==> src/rtl/eccop_csr_pkg.sv <==
// Shared constants and types for the ECC coprocessor control/status register block.
package eccop_csr_pkg;

  localparam logic [13:0] REG_CTRL     = 14'd0;
  localparam logic [13:0] REG_STATUS   = 14'd1;
  localparam logic [13:0] REG_PC_START = 14'd2;
  localparam logic [13:0] REG_CYCLES   = 14'd3;
  localparam logic [13:0] REG_ID       = 14'd4;

  localparam int unsigned CTRL_START_BIT  = 0;
  localparam int unsigned CTRL_ABORT_BIT  = 1;
  localparam int unsigned CTRL_IRQ_EN_BIT = 8;

  localparam int unsigned STATUS_BUSY_BIT = 0;
  localparam int unsigned STATUS_DONE_BIT = 1;
  localparam int unsigned STATUS_ERR_BIT  = 2;
  localparam int unsigned STATUS_CODE_LSB = 8;

  localparam int unsigned PC_W = 14;

  localparam logic [7:0] ERR_ABORT = 8'hFF;

  typedef enum logic [1:0] {IDLE, RUN, ABORT} csr_state_t;

endpackage

==> src/rtl/eccop_csr_if.sv <==
// Avalon-MM control port between the coprocessor interconnect and the CSR slave.
interface eccop_csr_if #(
  parameter int unsigned aw = 32,
  parameter int unsigned dw = 4
);
  logic [aw-1:0]   cmd_address;
  logic [dw-1:0]   cmd_byteenable;
  logic [8*dw-1:0] cmd_writedata;
  logic            cmd_write;
  logic            cmd_read;
  logic [8*dw-1:0] cmd_readdata;
  logic            cmd_waitrequest;

  modport master (
    output cmd_address, cmd_byteenable, cmd_writedata, cmd_write, cmd_read,
    input  cmd_readdata, cmd_waitrequest
  );

  modport slave (
    input  cmd_address, cmd_byteenable, cmd_writedata, cmd_write, cmd_read,
    output cmd_readdata, cmd_waitrequest
  );
endinterface

==> src/rtl/eccop_csr.sv <==
// Control/status registers for the ECC coprocessor: entry PC, start/abort handshake to the
// command sequencer, status flags, cycle counter and level interrupt.
module eccop_csr
  import eccop_csr_pkg::*;
#(
  parameter int unsigned aw       = 32,
  parameter int unsigned dw       = 4,
  parameter logic [31:0] ID_VALUE = 32'hECC0_0100
) (
  input  logic             clk,
  input  logic             sreset,
  eccop_csr_if.slave       cmd,
  output logic             seq_start,
  output logic             seq_abort,
  output logic [PC_W-1:0]  seq_pc,
  input  logic             seq_busy,
  input  logic             seq_done,
  input  logic             seq_err,
  input  logic [7:0]       seq_err_code,
  output logic             irq
);

  logic [aw-1:0]   addr;
  logic [13:0]     idx;
  logic [dw-1:0]   be;
  logic [8*dw-1:0] wd;
  logic            unused_bits;

  assign addr        = cmd.cmd_address;
  assign idx         = addr[13:0];
  assign be          = cmd.cmd_byteenable;
  assign wd          = cmd.cmd_writedata;
  assign unused_bits = ^{addr[aw-1:14], be, wd};

  csr_state_t      state_q, state_d;
  logic            irq_en_q, irq_en_d;
  logic            done_q, done_d;
  logic            err_q, err_d;
  logic [7:0]      err_code_q, err_code_d;
  logic [PC_W-1:0] pc_q, pc_d;
  logic [31:0]     cycles_q, cycles_d, cycles_inc;
  logic            seq_start_q, seq_start_d;
  logic            seq_abort_q, seq_abort_d;
  logic            irq_q, irq_d;
  logic [8*dw-1:0] rdata_q, rdata_d, rd_mux;
  logic            rd_ack_q, rd_ack_d;

  logic wr_ctrl, wr_status, wr_pc, start_req, abort_req, busy;

  assign wr_ctrl   = cmd.cmd_write && (idx == REG_CTRL);
  assign wr_status = cmd.cmd_write && (idx == REG_STATUS);
  assign wr_pc     = cmd.cmd_write && (idx == REG_PC_START);
  assign start_req = wr_ctrl && be[0] && wd[CTRL_START_BIT];
  assign abort_req = wr_ctrl && be[0] && wd[CTRL_ABORT_BIT];
  assign busy      = (state_q != IDLE);
  assign cycles_inc = (cycles_q == 32'hFFFF_FFFF) ? cycles_q : cycles_q + 32'd1;

  always_comb begin
    state_d     = state_q;
    irq_en_d    = irq_en_q;
    done_d      = done_q;
    err_d       = err_q;
    err_code_d  = err_code_q;
    pc_d        = pc_q;
    cycles_d    = cycles_q;
    seq_start_d = 1'b0;
    seq_abort_d = 1'b0;

    if (wr_ctrl && be[1]) irq_en_d = wd[CTRL_IRQ_EN_BIT];
    if (wr_pc && !busy) begin
      if (be[0]) pc_d[7:0]  = wd[7:0];
      if (be[1]) pc_d[13:8] = wd[13:8];
    end
    // W1C is applied first so a hardware set in the same cycle overrides it.
    if (wr_status && be[0]) begin
      if (wd[STATUS_DONE_BIT]) done_d = 1'b0;
      if (wd[STATUS_ERR_BIT])  err_d  = 1'b0;
    end

    unique case (state_q)
      IDLE: begin
        if (start_req) begin
          seq_start_d = 1'b1;
          cycles_d    = '0;
          done_d      = 1'b0;
          err_d       = 1'b0;
          state_d     = RUN;
        end
      end
      RUN: begin
        cycles_d = cycles_inc;
        // A sequencer completion in the same cycle as an abort write wins: the run is over.
        if (seq_done || seq_err) begin
          if (seq_done) done_d = 1'b1;
          if (seq_err) begin
            err_d      = 1'b1;
            err_code_d = seq_err_code;
          end
          state_d = IDLE;
        end else if (abort_req) begin
          seq_abort_d = 1'b1;
          state_d     = ABORT;
        end
      end
      ABORT: begin
        cycles_d = cycles_inc;
        if (!seq_busy) begin
          err_d      = 1'b1;
          err_code_d = ERR_ABORT;
          state_d    = IDLE;
        end
      end
      default: state_d = IDLE;
    endcase
  end

  always_comb begin
    rd_mux = '0;
    case (idx)
      REG_CTRL:     rd_mux[CTRL_IRQ_EN_BIT] = irq_en_q;
      REG_STATUS: begin
        rd_mux[STATUS_BUSY_BIT]                    = busy;
        rd_mux[STATUS_DONE_BIT]                    = done_q;
        rd_mux[STATUS_ERR_BIT]                     = err_q;
        rd_mux[STATUS_CODE_LSB +: 8]               = err_code_q;
      end
      REG_PC_START: rd_mux[PC_W-1:0] = pc_q;
      REG_CYCLES:   rd_mux[31:0]     = cycles_q;
      REG_ID:       rd_mux[31:0]     = ID_VALUE;
      default:      rd_mux = '0;
    endcase
  end

  // One wait state: capture on the first read cycle, acknowledge on the second.
  always_comb begin
    rd_ack_d = cmd.cmd_read && !rd_ack_q;
    rdata_d  = rd_ack_d ? rd_mux : rdata_q;
    irq_d    = irq_en_q && (done_q || err_q);
  end

  always_ff @(posedge clk) begin
    if (sreset) begin
      state_q     <= IDLE;
      irq_en_q    <= 1'b0;
      done_q      <= 1'b0;
      err_q       <= 1'b0;
      err_code_q  <= '0;
      pc_q        <= '0;
      cycles_q    <= '0;
      seq_start_q <= 1'b0;
      seq_abort_q <= 1'b0;
      irq_q       <= 1'b0;
      rdata_q     <= '0;
      rd_ack_q    <= 1'b0;
    end else begin
      state_q     <= state_d;
      irq_en_q    <= irq_en_d;
      done_q      <= done_d;
      err_q       <= err_d;
      err_code_q  <= err_code_d;
      pc_q        <= pc_d;
      cycles_q    <= cycles_d;
      seq_start_q <= seq_start_d;
      seq_abort_q <= seq_abort_d;
      irq_q       <= irq_d;
      rdata_q     <= rdata_d;
      rd_ack_q    <= rd_ack_d;
    end
  end

  assign cmd.cmd_waitrequest = cmd.cmd_read && !rd_ack_q;
  assign cmd.cmd_readdata    = rdata_q;
  assign seq_start           = seq_start_q;
  assign seq_abort           = seq_abort_q;
  assign seq_pc              = pc_q;
  assign irq                 = irq_q;

endmodule

==> src/flat_wrapper.sv <==
// flat-port wrapper written by rule: the top's interface ports become plain ports
module eccop_csr_flat import eccop_csr_pkg::*;
#(
  parameter int unsigned aw       = 32,
  parameter int unsigned dw       = 4,
  parameter logic [31:0] ID_VALUE = 32'hECC0_0100
)
  (clk, sreset, seq_start, seq_abort, seq_pc, seq_busy, seq_done, seq_err, seq_err_code, irq, cmd_cmd_address, cmd_cmd_byteenable, cmd_cmd_writedata, cmd_cmd_write, cmd_cmd_read, cmd_cmd_readdata, cmd_cmd_waitrequest);
  eccop_csr_if #(.aw(aw), .dw(dw)) cmd_i ();
  input  logic clk;
  input  logic sreset;
  output logic seq_start;
  output logic seq_abort;
  output logic [PC_W-1:0] seq_pc;
  input  logic seq_busy;
  input  logic seq_done;
  input  logic seq_err;
  input  logic [7:0] seq_err_code;
  output logic irq;
  input wire logic [$bits(cmd_i.cmd_address)-1:0] cmd_cmd_address;
  input wire logic [$bits(cmd_i.cmd_byteenable)-1:0] cmd_cmd_byteenable;
  input wire logic [$bits(cmd_i.cmd_writedata)-1:0] cmd_cmd_writedata;
  input wire logic [$bits(cmd_i.cmd_write)-1:0] cmd_cmd_write;
  input wire logic [$bits(cmd_i.cmd_read)-1:0] cmd_cmd_read;
  output wire logic [$bits(cmd_i.cmd_readdata)-1:0] cmd_cmd_readdata;
  output wire logic [$bits(cmd_i.cmd_waitrequest)-1:0] cmd_cmd_waitrequest;
  assign cmd_i.cmd_address = cmd_cmd_address;
  assign cmd_i.cmd_byteenable = cmd_cmd_byteenable;
  assign cmd_i.cmd_writedata = cmd_cmd_writedata;
  assign cmd_i.cmd_write = cmd_cmd_write;
  assign cmd_i.cmd_read = cmd_cmd_read;
  assign cmd_cmd_readdata = cmd_i.cmd_readdata;
  assign cmd_cmd_waitrequest = cmd_i.cmd_waitrequest;
  eccop_csr #(.aw(aw), .dw(dw), .ID_VALUE(ID_VALUE)) u_core (.clk(clk), .sreset(sreset), .cmd(cmd_i), .seq_start(seq_start), .seq_abort(seq_abort), .seq_pc(seq_pc), .seq_busy(seq_busy), .seq_done(seq_done), .seq_err(seq_err), .seq_err_code(seq_err_code), .irq(irq));
endmodule
==> config.mk <==
export PLATFORM = sky130hd
export DESIGN_NAME = eccop_csr_flat
export DESIGN_NICKNAME = d
export VERILOG_FILES = /design/src/rtl/eccop_csr_pkg.sv /design/src/rtl/eccop_csr_if.sv /design/src/rtl/eccop_csr.sv /design/src/flat_wrapper.sv
export SDC_FILE = /design/constraint.sdc
export NUM_CORES = 1
export LEC_CHECK = 0
export CAP_MARGIN = 5
export CELL_PAD_IN_SITES_DETAIL_PLACEMENT = 1
export CELL_PAD_IN_SITES_GLOBAL_PLACEMENT = 1
export CORE_MARGIN = 4
export CORE_UTILIZATION = 35
export CTS_CLUSTER_DIAMETER = 120
export DETAILED_ROUTE_END_ITERATION = 6
export MAX_ROUTING_LAYER = met4
export PLACE_DENSITY_LB_ADDON = 0.1
export RECOVER_POWER = 25
export SLEW_MARGIN = 10
export SYNTH_ARGS = -nofsm -noshare
export SYNTH_HDL_FRONTEND = slang
export SYNTH_SLANG_ARGS = --single-unit
==> constraint.sdc <==
create_clock -name clk -period 2.4 [get_ports clk]
set_clock_uncertainty 0.2 [all_clocks]
set_input_delay 0.48 -clock clk [delete_from_list [all_inputs] [get_ports clk]]
set_output_delay 0.48 -clock clk [all_outputs]
set_load 0.02 [all_outputs]
; ---- Word-level counts from Yosys, hierarchy flattened
; Index checks and enable logic that the tools add are counted.
; W data, S select, Z words.
[classes]
n_addsub = 1
n_eq_ne = 13
muxes = 33
bitwise = 2
reduce_logical = 28
[op_table]
columns = operator, count
row1 = $mux W32, 2
row2 = $pmux W32 S2, 1
row3 = $add A32 B1 Y32 const B, 1
row4 = $eq A32 B32 Y1 const B, 1
row5 = $pmux W16 S2, 1
row6 = $eq A14 B2 Y1 const B, 2
row7 = $mux W8, 3
row8 = $pmux W8 S2, 1
row9 = $pmux W5 S3, 1
row10 = $eq A14 B1 Y1 const B, 1
row11 = $eq A14 B3 Y1 const B, 1
row12 = $logic_not A14 Y1, 1
row13 = $mux W1, 13
row14 = $logic_and A1 B1 Y1, 11
row15 = $pmux W5 S2, 1
row16 = $pmux W3 S3, 1
row17 = $mux W2, 4
row18 = $ne A2 B2 Y1 const B, 3
row19 = $pmux W2 S3, 1
row20 = $reduce_and A3 Y1, 2
row21 = $reduce_bool A2 Y1, 3
row22 = $pmux W1 S5, 1
row23 = $ne A2 B1 Y1 const B, 2
row24 = $pmux W2 S2, 1
row25 = 13 further kinds, 18
[word_totals]
reg_bits = 95
in_bits = 83
out_inout_bits = 50
wordCells = 90

; ---- Logic depth before layout (Yosys ltp)
; Gate-level depths: netlist of the first run.
[logic_depth]
ltp_word = 7
ltp_mapped = 10

; ---- Worst setup path after synthesis of the first run
; No wires, ideal clock.
[synth_timing]
path_type = input-to-reg
from = in cmd_cmd_address[9]
to = reg u_core.cycles_q[17]
setup_time_ns = 0.123
t_arrival_ns = 1.927
setup_slack_ns = 0.150
cell_stages = 6
path_buffers = 1
path_cell_list = nor4_4 and4_4 a21oi_4 buf_6 nor4_1 mux2_1
[synth_between]
elab_chain_len = 6
[synth_lines]
columns = element, line_no
row1 = start: declaration, flat_wrapper.sv:20  ; input wire logic [$bits(cmd_i.cmd_address)-1:0] cmd_cmd_address;
row2 = $logic_not A14 Y1, eccop_csr.sv:50  ; assign wr_ctrl = cmd.cmd_write && (idx == REG_CTRL);
row3 = $logic_and A1 B1 Y1, eccop_csr.sv:50
row4 = $logic_and A1 B1 Y1 (2 in a row), eccop_csr.sv:53  ; assign start_req = wr_ctrl && be[0] && wd[CTRL_START_BIT];
row5 = $ne A2 B1 Y1 (no source line), -
row6 = $reduce_and A3 Y1 (no source line), -
row7 = end signal: assignment, eccop_csr.sv:162  ; cycles_q <= cycles_d;
row8 = end: declaration, eccop_csr.sv:41  ; logic [31:0] cycles_q, cycles_d, cycles_inc;
; No other way between the ends.
; A chain may end at the register's enable or synchronous reset.

; ---- Final worst setup path of the first run
[layout_timing]
from = in cmd_cmd_address[0]
to = reg u_core.cycles_q[24]
; The elaborated chain is that of the path after synthesis.

==> impl_results.md, run 1 <==
- Clock power frac: 43.9%
- Setup WS post-layout: a little over 0.07 ns
- Final-stage net count: 746
- Drc violations: 0
- VDD IR max: 0.326 mV
- Post-synth ARST share: 0%
- Slew @ Worst Pin: 0.611 ns
- Clk sink count: 95
- Hold path cells: 2
- Max-slew headroom: 59.3%
- Dpl cell area: roughly 6000 sq um
- RePlAce Congestion: 0.881
- ANT nets after route: 0
- Mean area per synthesized cell: 8.44 sq um
- Worst Hold Endpoint: u_core.cmd.cmd_readdata[25]
- CTS clk-pin slew, worst paths: roughly 0.070 ns
- Seq/Total Area, Yosys: 42.3%
- Number of synthesized register bits: 95
- Power share of the combinational group: 9.0%
- # fillers: approximately 1,500
- Commonest cells in the netlist: dfxtp_1, nor2_1, a21oi_1
- Most used flip-flop cell after synthesis: dfxtp_1
- Critical Path Start Type: input port
- Post-synth top area cell: dfxtp_1
- Starting DRC count in detailed routing: about 180
- Sw Share: 22.9%
- Via count: 4,575
- Min Tclk post-route: 2.33 ns
- DP Wirelength: 10.8 mm
- DP Worst Slack: -0.499 ns
- Worst skew pair latency: 0.34 ns
- Net count after synthesis: 620
- Switching power: about 780 uW
- Initial antenna violation count: 0
- Most common cell in the synthesized netlist: dfxtp_1
- Worst-case clock buffer depth: 2
- I/O pins: 133
- Bufs and invs on worst path: 3
- Max-cap violations: 0
- Worst min-delay path startpoint: u_core.cmd.cmd_readdata[25]
- Top post-synthesis cells by area: dfxtp_1, mux2i_1, nor2_1
- Worst min path class: reg2reg
- Max Transition Viols Final: 0
- Initial Utilization: 35.7%
- Die height: around 120 microns
- Yosys warning count: 0
- Int Pwr: 2.64 mW
- Critical path class: in2reg
- CP delay by family, top: buffers and inverters
- Critical Path AT: 2.41 ns
- Crit path max fanout: 8
- Post-DR vias/cell: roughly 5.5
- Mapped cell area: roughly 4500 sq um
- Layout cells sized above 1: 14.5%
- Worst Setup End Kind: register
- CP cell instances: clkdlybuf4s50_1 -> nor3_2 -> and4_4 -> a21oi_4 -> bufbuf_16 -> buf_4 -> or3_1 -> a21oi_1
- H-Tree Depth: 3
- Status: finished clean
- Post-synth top area share: 42.3%
- Die X: 121 microns
- First-pass GRT wire length: 24.1 mm
- Fmax: 429 MHz
- 1st-pass router iterations: 4
- Layout area overhead: 41.3%
- Vias in the first global route: between 4,000 and 5,000
- Data required time of the critical path: between 2 and 2.5 ns
- # hold bufs at CTS: 0
- Final Cycle Share: between 90% and 100%
- R2R setup slack: about 0.090 ns
- EDFF count, synth: 0
- CTS tree: built
- Total core area: 12,600 sq um
- Row Count: 41
- GRT Total Usage: 21.1%
- Syn Inst Count: 532
- Worst r2r dst: u_core.cycles_q[9]
- CP peak stage delay: about 0.45 ns
- Hold_ws: 0.256 ns
- Final Setup Violations: 0
- R2R cell count: 8
- R2R Path Start: u_core.state_q[1]
- Final Cell Area: 6350 sq um
- Total gr overflow: 0
- Seq pwr share: between 40% and 50%
- Final hold vios: 0
- CTS Root Cell: clkbuf_16
- Pwr dens: 538 nW/um^2
- Post-synthesis cell type count: 45
- Die area: 14,700 sq um
- Slowest-stage cell, CP: clkdlybuf4s50_1
- # port buffers: 94
- Total power: roughly 3.4 mW
- Pin count of the biggest net entering global routing: 48
- Clock buffers created by TritonCTS: 9
- LEAKAGE: 2.47 nW
- Antenna Cells: 0
- Drt wl/cell: 17.8 microns
- Final WL: 14.9 mm
- Setup tns final: 0 ns
-- how the worst max path moves through the flow --
stage / start / to / slack [ns] / cells after the start
after global routing: u_core.state_q[1] / u_core.cycles_q[9] / -0.005 / 8
final: cmd_cmd_address[0] / u_core.cycles_q[24] / 0.07 / 8
after detailed placement: cmd_cmd_address[9] / u_core.cycles_q[22] / -0.50 / 7
after CTS: u_core.state_q[1] / u_core.cycles_q[1] / 0.02 / 8
after floorplan: cmd_cmd_address[9] / u_core.cycles_q[17] / 0.15 / 6
after global placement: cmd_cmd_address[5] / u_core.cycles_q[11] / -0.45 / 7
-- power by group through the flow --
stage	logic (mW)	registers [mW]	clock network (mW)
finish	0.308	1.61	1.50
global route	0.331	1.61	1.61
floorplan	0.103	1.67	0
detailed placement	0.318	1.65	0
global placement	0.310	1.65	0
CTS	0.318	1.61	1.54
-- worst register-to-register path, stage by stage, from the launching register on --
cell,delay (ns)
dfxtp_1,0.40
inv_1,0.09
ha_1,0.35
nand3_1,0.14
nor3_2,0.06
and4_4,0.17
buf_4,0.20
or4_1,0.48
a21oi_1,0.16
-- sequential cells by signal, summed over array words and instances, names as in the netlist, 2 cells and up --
name                     flops
u_core.err_code_q            8
u_core.state_q               2
u_core.cycles_q             32
u_core.cmd.cmd_readdata     32
u_core.seq_pc               14
-- layout by cell type (no fill, tap or decap), drive strengths merged, types with 4 or more instances in the layout --
master and n:
a211oi 10, a21oi 50, a221oi 5, and3 6
and4 4, buf 59, clkbuf 14, clkdlybuf4s50 48
dfxtp 95, dlygate4sd2 7, dlygate4sd3 31, dlymetal6s2s 7
ha 5, inv 8, mux2i 31, nand2 36
nand2b 8, nand3 22, nand4 14, nor2 70
nor3 31, nor4 11, o21ai 4, o22ai 8
o31ai 24, or4 25
-- stage by stage --
step | util, % | std cells
floorplan | - | 532
finish | 50.5 | 835
global route | 50.5 | 835
CTS | 49.9 | 833
detailed placement | 47.0 | 812
global placement | 47.0 | 812
-- cells by family (layout without fill, tap and decap cells) --
kind of cell / Yosys count / in the layout / share of synthesized area [%]
buf+inv: 47 / 178 / 4.74
simple gates: 244 / 244 / 28.9
fa+ha+maj: 5 / 5 / 1.39
mux: 32 / 32 / 7.16
flops: 95 / 95 / 42.3
compound gates: 109 / 109 / 15.5
-- layer usage --
layer	vias up	part of all wire (%)	track usage, %
li1	2228	-	-
met1	2237	46	26.3
met2	92	50	35.3
met3	18	3.5	3.40
met4	0	1.3	6.72
met5	-	0	-
-- cell type report --
class | instances | area (sq um) | share of cell area [%]
Clock inverter | 3 | 40.0 | 0.631
Sequential cell | 95 | 1900 | 30.0
Tap cell | 172 | 215 | 3.39
Multi-Input combinational cell | 390 | 2410 | 38.0
Clock buffer | 13 | 270 | 4.26
Inverter | 8 | 30.0 | 0.473
Timing Repair Buffer | 154 | 1480 | 23.2
-- timing repair --
item | 4_1_cts | 5_1_grt
endpoints found under the setup margin | 44 | 50
resized for setup | 8 | 19
pin swaps | 5 | 8
cloned | 1 | 0
buffers inserted | 4 | 2
(Power assumes the default switching activity.)
==> inputs of run 2 (changes only) <==
Settings changed: SLEW_MARGIN 10 to 5.
==> results of run 2 <==
Same layout as run 1: the final DEF is identical, and so are final timing and power.
